## config.mk

```make
export PLATFORM = sky130hd
export DESIGN_NAME = mux_scan_ctrl
export DESIGN_NICKNAME = d
export VERILOG_FILES = /design/src/rtl/mux_scan_pkg.sv /design/src/rtl/mux_scan_ctrl_settle_timer.sv /design/src/rtl/mux_scan_ctrl.sv
export SDC_FILE = /design/constraint.sdc
export NUM_CORES = 1
export LEC_CHECK = 0
export CAP_MARGIN = 20
export CORE_ASPECT_RATIO = 1.25
export CORE_MARGIN = 3
export CORE_UTILIZATION = 40
export CTS_CLUSTER_SIZE = 28
export DETAILED_ROUTE_END_ITERATION = 12
export PLACE_DENSITY = 0.69
export SETUP_SLACK_MARGIN = 0.4
export SLEW_MARGIN = 10
export SYNTH_ARGS = -nofsm -noshare
export SYNTH_HDL_FRONTEND = slang
export SYNTH_SLANG_ARGS = --single-unit
```

## constraint.sdc

```tcl
create_clock -name clk -period 3.95 [get_ports clk]
set_input_delay 1.185 -clock clk [delete_from_list [all_inputs] [get_ports clk]]
set_output_delay 1.185 -clock clk [all_outputs]
set_load 0.02 [all_outputs]
```

## src/rtl/mux_scan_pkg.sv

```systemverilog
// Shared types and constants for the mux scan sequencer.
package mux_scan_pkg;

    // Width of the per-channel settle counter (settle time 0..15 cycles).
    localparam int CNT_W = 4;

    // Scan sequencer states, 2-bit encoding.
    typedef enum logic [1:0] {
        IDLE   = 2'd0,
        SETTLE = 2'd1,
        SAMPLE = 2'd2,
        OUTPUT = 2'd3
    } state_t;

endpackage

```

## src/rtl/mux_scan_ctrl_settle_timer.sv

```systemverilog
// Load/decrement counter that times the settle phase of each channel.
// expire is high on the last settle cycle, i.e. the cycle in which the
// count reaches zero on the next edge.
module settle_timer
    import mux_scan_pkg::*;
#(
    parameter int W = CNT_W
) (
    input  logic         clk,
    input  logic         rst_n,
    input  logic         load,
    input  logic [W-1:0] load_val,
    input  logic         dec,
    output logic         expire
);

    logic [W-1:0] cnt_q;

    // Counter: a load wins over a decrement; decrement saturates at zero.
    always_ff @(posedge clk or negedge rst_n) begin
        if (!rst_n) begin
            cnt_q <= '0;
        end else if (load) begin
            cnt_q <= load_val;
        end else if (dec && (cnt_q != '0)) begin
            cnt_q <= cnt_q - W'(1);
        end
    end

    assign expire = (cnt_q == W'(1));

endmodule

```

## src/rtl/mux_scan_ctrl.sv

```systemverilog
// Scan sequencer for a 4x1 decoder/tristate mux: steps sel over all channels,
// waits a settle time per channel, samples mux_y once per channel and hands
// the packed frame off on a valid/ready interface.
//
// Handshake: data_valid/data are a registered output stage. A word moves to
// the consumer on any edge where data_valid && data_ready. While data_valid
// is high and data_ready low, data holds steady. A new frame may enter the
// output stage in the same cycle the old one is accepted.
module mux_scan_ctrl
    import mux_scan_pkg::*;
#(
    parameter int NUM_CH     = 4,
    parameter int SEL_W      = $clog2(NUM_CH),
    parameter int SETTLE_CYC = 2
) (
    input  logic              clk,
    input  logic              rst_n,
    input  logic              start,
    input  logic              continuous,
    input  logic              mux_y,
    output logic [SEL_W-1:0]  sel,
    output logic [NUM_CH-1:0] data,
    output logic              data_valid,
    input  logic              data_ready,
    output logic              busy
);

    localparam logic [CNT_W-1:0] SETTLE_VAL = CNT_W'(SETTLE_CYC);
    // With no settle time a channel goes straight to its sample cycle.
    localparam state_t FIRST_ST = (SETTLE_CYC == 0) ? SAMPLE : SETTLE;
    localparam logic [SEL_W-1:0] LAST_CH = SEL_W'(NUM_CH - 1);

    state_t             state_q;
    state_t             state_d;
    logic [SEL_W-1:0]   ch_q;
    logic [NUM_CH-1:0]  shadow_q;
    logic [NUM_CH-1:0]  data_q;
    logic               valid_q;

    logic               tmr_load;
    logic               tmr_dec;
    logic               tmr_expire;
    logic               ch_inc;
    logic               ch_clr;
    logic               smp_en;
    logic               xfer_en;

    logic               go;
    logic               last_ch;
    logic               xfer_ok;

    assign go      = start || continuous;
    assign last_ch = (ch_q == LAST_CH);
    // Output stage can take a new frame if empty or being drained this cycle.
    assign xfer_ok = !valid_q || data_ready;

    settle_timer #(
        .W (CNT_W)
    ) u_settle_timer (
        .clk      (clk),
        .rst_n    (rst_n),
        .load     (tmr_load),
        .load_val (SETTLE_VAL),
        .dec      (tmr_dec),
        .expire   (tmr_expire)
    );

    // State register.
    always_ff @(posedge clk or negedge rst_n) begin
        if (!rst_n) begin
            state_q <= IDLE;
        end else begin
            state_q <= state_d;
        end
    end

    // Next-state logic.
    always_comb begin
        state_d = state_q;
        case (state_q)
            IDLE:    if (go) state_d = FIRST_ST;
            SETTLE:  if (tmr_expire) state_d = SAMPLE;
            SAMPLE:  state_d = last_ch ? OUTPUT : FIRST_ST;
            OUTPUT:  if (xfer_ok) state_d = continuous ? FIRST_ST : IDLE;
            default: state_d = IDLE;
        endcase
    end

    // Control strobes for timer, channel counter, shadow and output stage.
    always_comb begin
        tmr_load = 1'b0;
        tmr_dec  = 1'b0;
        ch_inc   = 1'b0;
        ch_clr   = 1'b0;
        smp_en   = 1'b0;
        xfer_en  = 1'b0;
        case (state_q)
            IDLE: begin
                if (go) begin
                    tmr_load = 1'b1;
                    ch_clr   = 1'b1;
                end
            end
            SETTLE: begin
                tmr_dec = 1'b1;
            end
            SAMPLE: begin
                smp_en = 1'b1;
                if (!last_ch) begin
                    ch_inc   = 1'b1;
                    tmr_load = 1'b1;
                end
            end
            OUTPUT: begin
                // Stalled: channel and shadow stay frozen until a transfer.
                if (xfer_ok) begin
                    xfer_en  = 1'b1;
                    ch_clr   = 1'b1;
                    tmr_load = continuous;
                end
            end
            default: begin
                ch_clr = 1'b1;
            end
        endcase
    end

    // Channel counter; only ever reloaded to zero, never wraps on its own.
    always_ff @(posedge clk or negedge rst_n) begin
        if (!rst_n) begin
            ch_q <= '0;
        end else if (ch_clr) begin
            ch_q <= '0;
        end else if (ch_inc) begin
            ch_q <= ch_q + SEL_W'(1);
        end
    end

    // Shadow register collects one mux_y sample per channel, unfiltered.
    always_ff @(posedge clk or negedge rst_n) begin
        if (!rst_n) begin
            shadow_q <= '0;
        end else if (smp_en) begin
            shadow_q[ch_q] <= mux_y;
        end
    end

    // Output stage: load on transfer, otherwise drop valid once accepted.
    always_ff @(posedge clk or negedge rst_n) begin
        if (!rst_n) begin
            data_q  <= '0;
            valid_q <= 1'b0;
        end else if (xfer_en) begin
            data_q  <= shadow_q;
            valid_q <= 1'b1;
        end else if (data_ready) begin
            valid_q <= 1'b0;
        end
    end

    assign sel        = ch_q;
    assign data       = data_q;
    assign data_valid = valid_q;
    assign busy       = (state_q != IDLE);

endmodule

```

==> summary.md, run 1 <==
| Metric | Value |
|---|---|
| Status | `completed` |
| Finished Cell Area | `~0.0011 mm^2` |
| First-pass GRT wire length | `around 2800 um` |
| Detailed router's first-iteration violation count | `8` |
| Worst hold path class | `flip-flop to flip-flop` |
| Initial core utilization | `0.443` |
| Worst skew pair latency | `0.30 ns` |
| Num Clock Sinks | `17` |
| Vias in the first global route | `658` |
| Register bit count reported by yosys | `17` |
| Inserted Diodes | `0` |
| Number of antenna violations at the first check in global routing | `0` |
| Top cell type's share of synthesized area | `0.464` |
| Pin count of the biggest net entering global routing | `18` |
| Met3 routing resource usage after global routing | `0.0252` |
| P_int | `0.000528 W` |
| Placeable Area | `between 0.002 and 0.0025 mm^2` |
| Share of total power in combinational logic | `0.524` |
| Final instance count without filler cells | `about 130` |
| RSZ-0062 raised after global routing | `no` |
| Library cell with the largest summed area after synthesis | `dfrtp_1` |
| Critical path capture point type | `output port` |
| Fin Hold WS | `a little over 0.5 ns` |
| Net switching component of the power | `between 0.0003 and 0.0004 W` |
| Largest voltage drop on the vdd net | `around 0.43 mV` |
| Maximum level of the CTS H-tree | `1` |
| Congestion Overflow GR | `0` |
| Design Power | `0.000887 W` |
| Area growth from synthesis to layout | `21.6%` |
| Data required time of the critical path | `2.76 ns` |
| Sequential fraction of the synthesis area | `0.464` |
| Slowest stage delay, CP | `about 0.60 ns` |
| Count of synthesis-stage warnings from yosys | `0` |
| Cts bufs inserted | `3` |
| Number of gates resized after CTS | `0` |
| DR DRC count | `0` |
| Buffers and inverters on the worst path | `3` |
| Met1 Usage GRT | `0.165` |
| Time the final worst path needs with I/O delays and setup | `around 3 ns` |
| Initial DRT Pass Iterations | `6` |
| I/O pin count | `14` |
| Final number of max-transition violations | `0` |
| Final ANT Viol Nets | `0` |
| Final weighted congestion in routability-driven placement | `0.781` |
| Part of the total power dissipated in sequential elements | `0.368` |
| Max_cap viols | `0` |
| Synthesized instance count | `85` |
| Floorplan die width | `between 40 and 50 um` |
| Number of enable-type register cells in the synthesized netlist | `0` |
| Routed vias | `654` |
| Count of final hold-check violations | `0` |
| Post-route fraction of the period consumed by the critical path | `0.759` |
| F_max | `334 MHz` |
| Die height | `59.5 um` |
| Synth top area cells | `dfrtp_1 (46%), ha_1 (15%), mux2_2 (9.8%)` |
| Maximum clock insertion buffer count | `2` |
| Synthesized netlist net count | `around 100` |
| Post-cts hold buffer count | `0` |
| Maximum fanout count along the critical path | `7` |
| Average cell area after synthesis | `10.8 um^2` |
| Setup Skew | `between 0.015 and 0.02 ns` |
| Proportion of synthesized flip-flops having asynchronous set or reset | `1.00` |
| Gr busiest metal | `met2` |
| Leakage Power | `about 0.50 nW` |
| Signal arrival time at the worst endpoint | `between 1.5 and 2 ns` |
| Routed wire length per instance | `roughly 12 um` |
| Global router's overall resource usage | `0.130` |
| Startpoint Class | `flip-flop` |
| Sum of net half-perimeters after detailed placement | `1220 um` |
| Root Buffer | `clkbuf_4` |
| Final setup violating endpoints | `0` |
| DIE AREA | `0.00291 mm^2` |
| Instance count after placement with tap cells included | `approximately 130` |
| Slew at the pin closest to its max-slew limit | `~0.76 ns` |
| Crit-path leading delay family | `buffers and inverters` |
| Final nets | `120` |
| Critical path's slowest cell | `clkdlybuf4s50_1` |
| Clock Pin Slew Worst Setup and Hold Paths | `between 0.1 and 0.15 ns` |
| Layout cell share with drive strength beyond 1 | `0.147` |
| Combined area of all synthesized cells | `917 um^2` |
| Count of fill cells added during filler insertion | `189` |
| Final-layout setup total negative slack | `0 ns` |
| CP Class | `flip-flop to output port` |
| P per Cell Area | `roughly 800 mW/mm^2` |
| Met2 demand-to-capacity share in global routing | `0.206` |
| Routed vias/inst | `between 4 and 5` |
| Fraction of power consumed by the clock network | `0.108` |
| Most frequent cell on the critical path | `inv_1` |
| Worst slew margin | `0.493` |
| Net switching share of the total power | `0.405` |
| Clock tree from TritonCTS | `yes` |
| Post-CTS setup-driven buffer insertion count | `0` |
| Row count | `18` |
| Distinct cells, synth | `24` |
| Instance area at placement | `0.00108 mm^2` |
| Most instantiated flip-flop cell in the synthesis netlist | `dfrtp_1` |
| Final wirelength | `roughly 1600 um` |
| Count of input and output buffers | `13` |
| Cell chain of the critical path | `inv_1 > ha_1 > inv_1 > clkdlybuf4s50_1` |
-- through the flow --
stage | setup WS, ns | utilization
final | 0.954 | 0.538
after global routing | 0.846 | 0.538
after CTS | 0.937 | 0.538
after detailed placement | 1.13 | 0.524
after global placement | 1.23 | 0.524
after floorplan | 1.74 | -
-- cell type report --
cell class                      count  area, um^2  share of cell area
Clock buffer                        3        22.5              0.0202
Clock inverter                      1        7.51             0.00673
Inverter                            8        30.0              0.0269
Multi-Input combinational cell     60         462               0.414
Sequential cell                    17         425               0.382
Tap cell                           30        37.5              0.0337
Timing Repair Buffer               13         130               0.117
-- cell families after synthesis --
group                    after synthesis  synth area share
AO/OA/AOI/OAI                         15             0.111
XOR/XNOR                               1           0.00955
adder cells (fa/ha/maj)               11             0.150
buffers and inverters                  8            0.0327
flip-flops                            17             0.464
multiplexers                           8            0.0982
AND/OR/NAND/NOR                       25             0.135
-- cell usage in the layout, fill, tap and decap left out, types with 2 or more instances in the layout --
cell,instances
nor2_1,9
nand2_1,8
a21oi_1,5
clkbuf_4,3
nand2b_1,2
ha_1,11
clkdlybuf4s50_1,13
inv_1,8
dfrtp_1,17
a31oi_1,2
mux2_2,8
-- cells in the mapped netlist (all sizes together) (2+ instances only) --
library cell	count
dfrtp	17
ha	11
nor2	9
inv	8
mux2	8
nand2	8
a21oi	5
a31oi	2
nand2b	2
or3b	2
-- state kept, by name, summed over array words and instances, names as in the netlist --
| register | cells |
|---|---|
| data_valid | 1 |
| data | 4 |
| shadow_q | 4 |
| state_q | 2 |
| sel | 2 |
| u_settle_timer.cnt_q | 4 |
-- power by group through the flow --
stage	Combinational (W)	Sequential [W]	Clock, W
6_report	0.000465	0.000327	0.0000957
5_1_grt	0.000525	0.000341	0.000106
4_1_cts	0.000471	0.000327	0.000100
3_5_place_dp	0.000469	0.000331	0
3_3_place_gp	0.000459	0.000326	0
2_1_floorplan	0.000285	0.000358	0
-- worst paths after layout --
check                                        start                       to  slack, ns  depth (start not counted)
min reg2reg                u_settle_timer.cnt_q[1]  u_settle_timer.cnt_q[1]       0.52                          1
max                                     state_q[0]                     busy       0.95                          4
max in group asynchronous                    rst_n                   sel[0]       2.14                          1
min                        u_settle_timer.cnt_q[1]  u_settle_timer.cnt_q[1]       0.52                          1
max reg2reg                u_settle_timer.cnt_q[1]               state_q[0]       2.00                          6
min in group asynchronous                    rst_n               data_valid       1.32                          1
-- worst register-to-register path, cell delays in order, from the launching register on --
cell,delay [ns]
dfrtp_1,0.40
inv_1,0.11
ha_1,0.15
or3b_1,0.35
a222oi_1,0.52
a31oi_1,0.16
o22a_1,0.20
-- routing by layer --
metal	up-vias	part of all wire
li1	327	-
met5	-	0
met2	21	0.47
met1	298	0.47
met4	0	0.021
met3	8	0.041
Power figures use the tool's default switching activity.
==> run 2, diff against run 1 <==
==> constraint.sdc (replaced) <==
create_clock -name clk -period 2.8 [get_ports clk]
set_input_delay 0.84 -clock clk [delete_from_list [all_inputs] [get_ports clk]]
set_output_delay 0.84 -clock clk [all_outputs]
set_load 0.02 [all_outputs]
==> summary.md, run 2 (same netlist as run 1, synthesis figures left out) <==
| Metric | Value |
|---|---|
| Number of antenna violations at the first check in global routing | `0 (unchanged)` |
| Layout cell share with drive strength beyond 1 | `0.165 (+0.0180)` |
| Placeable Area | `0.00207 mm^2 (unchanged)` |
| Routed vias | `665 (+1.7%)` |
| Final setup violating endpoints | `0 (unchanged)` |
| Final ANT Viol Nets | `0 (unchanged)` |
| Floorplan die width | `48.8 um (unchanged)` |
| Maximum level of the CTS H-tree | `1 (unchanged)` |
| DR DRC count | `0 (unchanged)` |
| Worst skew pair latency | `0.30 ns (about the same)` |
| Commonest cells after routing, fill and taps aside | `dfrtp_1 (16), clkdlybuf4s50_1 (12), ha_1 (11)` |
| Status | `completed` |
| Routed vias/inst | `5.00 (+0.92%)` |
| Setup Skew | `0.00951 ns (-0.00569 ns)` |
| Signal arrival time at the worst endpoint | `1.48 ns (-0.33 ns)` |
| Die height | `59.5 um (unchanged)` |
| Final-layout setup total negative slack | `0 ns (unchanged)` |
| I/O pin count | `14 (unchanged)` |
| Detailed router's first-iteration violation count | `11 (+3)` |
| Vias in the first global route | `652 (-0.91%)` |
| Final wirelength | `1690 um (+5.3%)` |
| Final nets | `121 (+0.83%)` |
| Worst slew margin | `0.500 (+0.00675)` |
| Maximum clock insertion buffer count | `2 (unchanged)` |
| Largest voltage drop on the vdd net | `0.619 mV (+43%)` |
| Slew at the pin closest to its max-slew limit | `0.748 ns (-0.0101 ns)` |
| Most frequent standard cell in the layout excluding fill and tap cells | `dfrtp_1` |
| Design Power | `0.00127 W (+43%)` |
| Leakage Power | `0.501 nW (+0.71%)` |
| Maximum fanout count along the critical path | `7 (unchanged)` |
| Final number of max-transition violations | `0 (unchanged)` |
| Startpoint Class | `flip-flop` |
| Root Buffer | `clkbuf_4` |
| DIE AREA | `0.00291 mm^2 (unchanged)` |
| P per Cell Area | `1130 mW/mm^2 (+42%)` |
| First-pass GRT wire length | `2900 um (+2.0%)` |
| Count of final hold-check violations | `0 (unchanged)` |
| Count of input and output buffers | `13 (unchanged)` |
| CP Class | `flip-flop to output port` |
| Initial DRT Pass Iterations | `4 (-2)` |
| Pin count of the biggest net entering global routing | `18 (unchanged)` |
| Fin Hold WS | `0.517 ns (+0.00187 ns)` |
| Area growth from synthesis to layout | `22.4%` |
| Congestion Overflow GR | `0 (unchanged)` |
| Inserted Diodes | `0 (unchanged)` |
| Clock Pin Slew Worst Setup and Hold Paths | `0.11 ns (about the same)` |
| F_max | `approximately 430 MHz` |
| Count of fill cells added during filler insertion | `199 (+5.3%)` |
| Routed wire length per instance | `12.7 um (+4.5%)` |
| Clock tree from TritonCTS | `yes` |
| RSZ-0062 raised after global routing | `no` |
| Initial core utilization | `0.443 (unchanged)` |
| Post-cts hold buffer count | `0 (unchanged)` |
| Finished Cell Area | `0.00112 mm^2 (+0.67%)` |
| Global router's overall resource usage | `0.133 (+0.00366)` |
| Final weighted congestion in routability-driven placement | `0.781 (about the same)` |
| Instance area at placement | `0.00108 mm^2 (unchanged)` |
| Sum of net half-perimeters after detailed placement | `1260 um (+3.3%)` |
| Cts bufs inserted | `3 (unchanged)` |
| Max_cap viols | `0 (unchanged)` |
| Critical path capture point type | `output port` |
| Post-route fraction of the period consumed by the critical path | `0.830` |
| Num Clock Sinks | `17 (unchanged)` |
| Time the final worst path needs with I/O delays and setup | `~2.3 ns` |
| Data required time of the critical path | `1.96 ns (-0.80 ns)` |
| Worst hold path class | `flip-flop to flip-flop` |
| Row count | `18 (unchanged)` |
run 2: cell types whose count changed in the layout (fill, tap and decap cells not counted):
| cell | previous run | this run |
|---|---|---|
| buf_4 | 0 | 1 |
| clkdlybuf4s50_1 | 13 | 12 |
| dfrtp_1 | 17 | 16 |
| dfrtp_2 | 0 | 1 |
| dlygate4sd2_1 | 0 | 1 |
run 2: routing by layer:
metal | GRT usage | wire length, um
met1 | 0.153 | 752
met2 | 0.229 | 831
met3 | 0.0252 | 71
met4 | 0.0854 | 30
met5 | 0 | 0
run 2: critical path, stage by stage (launching register included):
cell and delay (ns):
dfrtp_2 0.47, inv_1 0.10, ha_1 0.23, inv_1 0.06
dlygate4sd2_1 0.32
run 2: layout make-up:
cell class / count / area [um^2] / area share
clock buffers: 3 / 22.5 / 0.0201
clock inverters: 1 / 7.51 / 0.00669
inverters: 8 / 30.0 / 0.0268
multi-input cells: 60 / 462 / 0.411
flip-flops and latches: 17 / 427 / 0.380
well taps: 30 / 37.5 / 0.0334
repair buffers: 14 / 136 / 0.122
run 2: power breakdown:
| part | leakage (nW) | internal, W | switching [W] | total (W) |
|---|---|---|---|---|
| Sequential | 0.204 | 0.000367 | 0.0000904 | 0.000457 |
| Clock | 0.0139 | 0.0000544 | 0.0000833 | 0.000138 |
| Combinational | 0.283 | 0.000329 | 0.000346 | 0.000675 |
run 2: what timing repair did:
action,4_1_cts,5_1_grt
resized for setup,2,0
setup endpoints to repair,1,0
setup buffers,1,0
run 2: path summary, 6_finish.rpt:
| path | startpoint | end | slack, ns | cells after the start |
|---|---|---|---|---|
| max in group asynchronous | rst_n | state_q[0] | 1.32 | 1 |
| min in group asynchronous | rst_n | data_valid | 0.97 | 1 |
| setup reg to reg | u_settle_timer.cnt_q[1] | state_q[0] | 0.82 | 6 |
| setup / recovery | state_q[0] | busy | 0.48 | 4 |
| hold reg to reg | data[3] | data[3] | 0.52 | 1 |
| hold / removal | data[3] | data[3] | 0.52 | 1 |
run 2: stage by stage:
step | std cells | utilization | worst slack [ns]
2_1_floorplan | 85 | - | 0.939
3_3_place_gp | 128 | 0.524 | 0.424
3_5_place_dp | 128 | 0.524 | 0.348
4_1_cts | 133 | 0.542 | 0.454
5_1_grt | 133 | 0.542 | 0.401
6_report | 133 | 0.542 | 0.477
==> run 3, diff against run 2 <==
==> constraint.sdc (replaced) <==
create_clock -name clk -period 2.29 [get_ports clk]
set_input_delay 0.687 -clock clk [delete_from_list [all_inputs] [get_ports clk]]
set_output_delay 0.687 -clock clk [all_outputs]
set_load 0.02 [all_outputs]
==> summary.md, run 3 (same netlist as run 1, synthesis figures left out) <==
| Metric | Value |
|---|---|
| Status | `completed` |
| CP Class | `flip-flop to output port` |
| Most frequent standard cell in the layout excluding fill and tap cells | `dfrtp_1` |
| Worst skew pair latency | `0.30 ns (about the same)` |
| Layout cell share with drive strength beyond 1 | `0.264 (+0.0986)` |
| Root Buffer | `clkbuf_4` |
| Cts bufs inserted | `3 (unchanged)` |
| Maximum fanout count along the critical path | `4 (-3)` |
| Congestion Overflow GR | `0 (unchanged)` |
| Initial core utilization | `0.443 (unchanged)` |
| Post-route fraction of the period consumed by the critical path | `0.803` |
| Initial DRT Pass Iterations | `4 (unchanged)` |
| Signal arrival time at the worst endpoint | `1.15 ns (-0.33 ns)` |
| Num Clock Sinks | `17 (unchanged)` |
| Routed wire length per instance | `13.4 um (+5.8%)` |
| Count of input and output buffers | `13 (unchanged)` |
| Final nets | `128 (+5.8%)` |
| Area of all sequential standard cells | `425 um^2 (-0.29%)` |
| Maximum clock insertion buffer count | `2 (unchanged)` |
| I/O pin count | `14 (unchanged)` |
| Final ANT Viol Nets | `0 (unchanged)` |
| Number of antenna violations at the first check in global routing | `0 (unchanged)` |
| Sum of net half-perimeters after detailed placement | `1340 um (+6.3%)` |
| Worst R2R Start | `u_settle_timer.cnt_q[1]` |
| Endpoint of the worst-slack reg-to-reg timing path | `state_q[0]` |
| Count of fill cells added during filler insertion | `198 (-0.50%)` |
| F_max | `roughly 540 MHz` |
| Final-layout setup total negative slack | `0 ns (unchanged)` |
| Slew at the pin closest to its max-slew limit | `0.587 ns (-0.162 ns)` |
| Floorplan die width | `48.8 um (unchanged)` |
| Count of final hold-check violations | `0 (unchanged)` |
| Design Power | `0.00164 W (+29%)` |
| Routed vias | `708 (+6.5%)` |
| Clock tree from TritonCTS | `yes` |
| Final wirelength | `1880 um (+11%)` |
| Clock Pin Slew Worst Setup and Hold Paths | `0.10 ns (about the same)` |
| Leakage Power | `0.565 nW (+13%)` |
| P per Cell Area | `1370 mW/mm^2 (+21%)` |
| Global router's overall resource usage | `0.138 (+0.00424)` |
| Worst slew margin | `0.606 (+0.106)` |
| Maximum level of the CTS H-tree | `1 (unchanged)` |
| RSZ-0062 raised after global routing | `yes` |
| Max_cap viols | `0 (unchanged)` |
| DR DRC count | `0 (unchanged)` |
| Area occupied by multi-input gates | `493 um^2 (+6.8%)` |
| Placeable Area | `0.00207 mm^2 (unchanged)` |
| Startpoint Class | `flip-flop` |
| DIE AREA | `0.00291 mm^2 (unchanged)` |
| Final weighted congestion in routability-driven placement | `0.793 (+1.6%)` |
| Final setup violating endpoints | `0 (unchanged)` |
| Number of cells on the worst reg-to-reg path | `7 (+1)` |
| Critical path capture point type | `output port` |
| Setup Skew | `0.00619 ns (-0.00331 ns)` |
| Inserted Diodes | `0 (unchanged)` |
| Vias in the first global route | `699 (+7.2%)` |
| Area growth from synthesis to layout | `30.6%` |
| Number of cells traversed by the worst hold path | `1 (unchanged)` |
| Slack of the worst reg-to-reg path | `0.46 ns (-0.36 ns)` |
| Commonest cells after routing, fill and taps aside | `dfrtp_1 (17), nor2_1 (9), ha_1 (9)` |
| Row count | `18 (unchanged)` |
| Startpoint of the lowest-slack hold path | `data[1]` |
| Die height | `59.5 um (unchanged)` |
| Hold path endpoint | `data[1]` |
| Pin count of the biggest net entering global routing | `18 (unchanged)` |
| Detailed router's first-iteration violation count | `15 (+4)` |
| Worst hold path class | `flip-flop to flip-flop` |
| Largest voltage drop on the vdd net | `0.702 mV (+13%)` |
| Routed vias/inst | `5.06 (+1.1%)` |
| First-pass GRT wire length | `2930 um (+0.93%)` |
| Time the final worst path needs with I/O delays and setup | `~1.8 ns` |
| Data required time of the critical path | `1.60 ns (-0.36 ns)` |
| Final number of max-transition violations | `0 (unchanged)` |
## run 3: cell count changes in the layout (fill, tap and decap cells not counted)
cell | before | now
inv_2 | 0 | 2
a311oi_2 | 0 | 1
dfrtp_2 | 1 | 0
ha_4 | 0 | 2
dlymetal6s2s_1 | 0 | 2
dfrtp_1 | 16 | 17
ha_1 | 11 | 9
clkbuf_2 | 0 | 1
a311oi_1 | 1 | 0
inv_1 | 8 | 6
dlygate4sd2_1 | 1 | 7
buf_4 | 1 | 8
clkdlybuf4s50_1 | 12 | 3
## run 3: stage by stage
stage / std cells / utilization / setup slack (ns) / hold slack, ns / instance area [um^2]
after global placement: 132 / 0.538 / 0.143 / 0.490 / 1110
final: 140 / 0.578 / 0.452 / 0.517 / 1200
after floorplan: 85 / - / 0.518 / 0.391 / 917
after global routing: 140 / 0.578 / 0.367 / 0.534 / 1200
after CTS: 137 / 0.551 / 0.215 / 0.522 / 1140
after detailed placement: 132 / 0.538 / 0.0937 / 0.496 / 1110
## run 3: cell type report
class / count / area share
tap: 30 / 0.0313
clock inverter: 1 / 0.00627
clock buffer: 3 / 0.0188
timing repair buffer: 21 / 0.152
multi-input combinational: 60 / 0.412
inverter: 8 / 0.0251
sequential: 17 / 0.355
## run 3: critical path, stage by stage, from the launching register on
cell      delay (ns)
dfrtp_1         0.41
inv_1           0.11
ha_4            0.16
inv_1           0.04
clkbuf_2        0.14
## run 3: per-layer routing
metal,vias up,global-route usage,part of all wire
li1,342,-,-
met1,345,0.147,0.41
met2,15,0.233,0.52
met3,6,0.0277,0.029
met4,0,0.122,0.036
met5,-,0,0
## run 3: worst max-delay path by stage
stage,from,to,slack [ns],depth (start not counted)
3_3_place_gp,data_ready,state_q[0],0.14,6
2_1_floorplan,u_settle_timer.cnt_q[1],state_q[0],0.52,6
3_5_place_dp,data_ready,u_settle_timer.cnt_q[1],0.09,5
6_report,state_q[1],busy,0.45,4
4_1_cts,state_q[0],busy,0.22,4
5_1_grt,u_settle_timer.cnt_q[1],state_q[0],0.37,7
## run 3: what timing repair did
action                     in CTS  in global routing
hold buffers                    0                  0
buffers inserted                1                  3
pin swaps                       0                  3
setup endpoints to repair       8                  3
gates resized for setup         8                 11
## run 3: report_power, final
group	internal, W	total, W	switching (W)
Clock	0.0000666	0.000167	0.000100
Sequential	0.000447	0.000548	0.000101
Combinational	0.000442	0.000927	0.000485
Total	0.000956	0.00164	0.000687
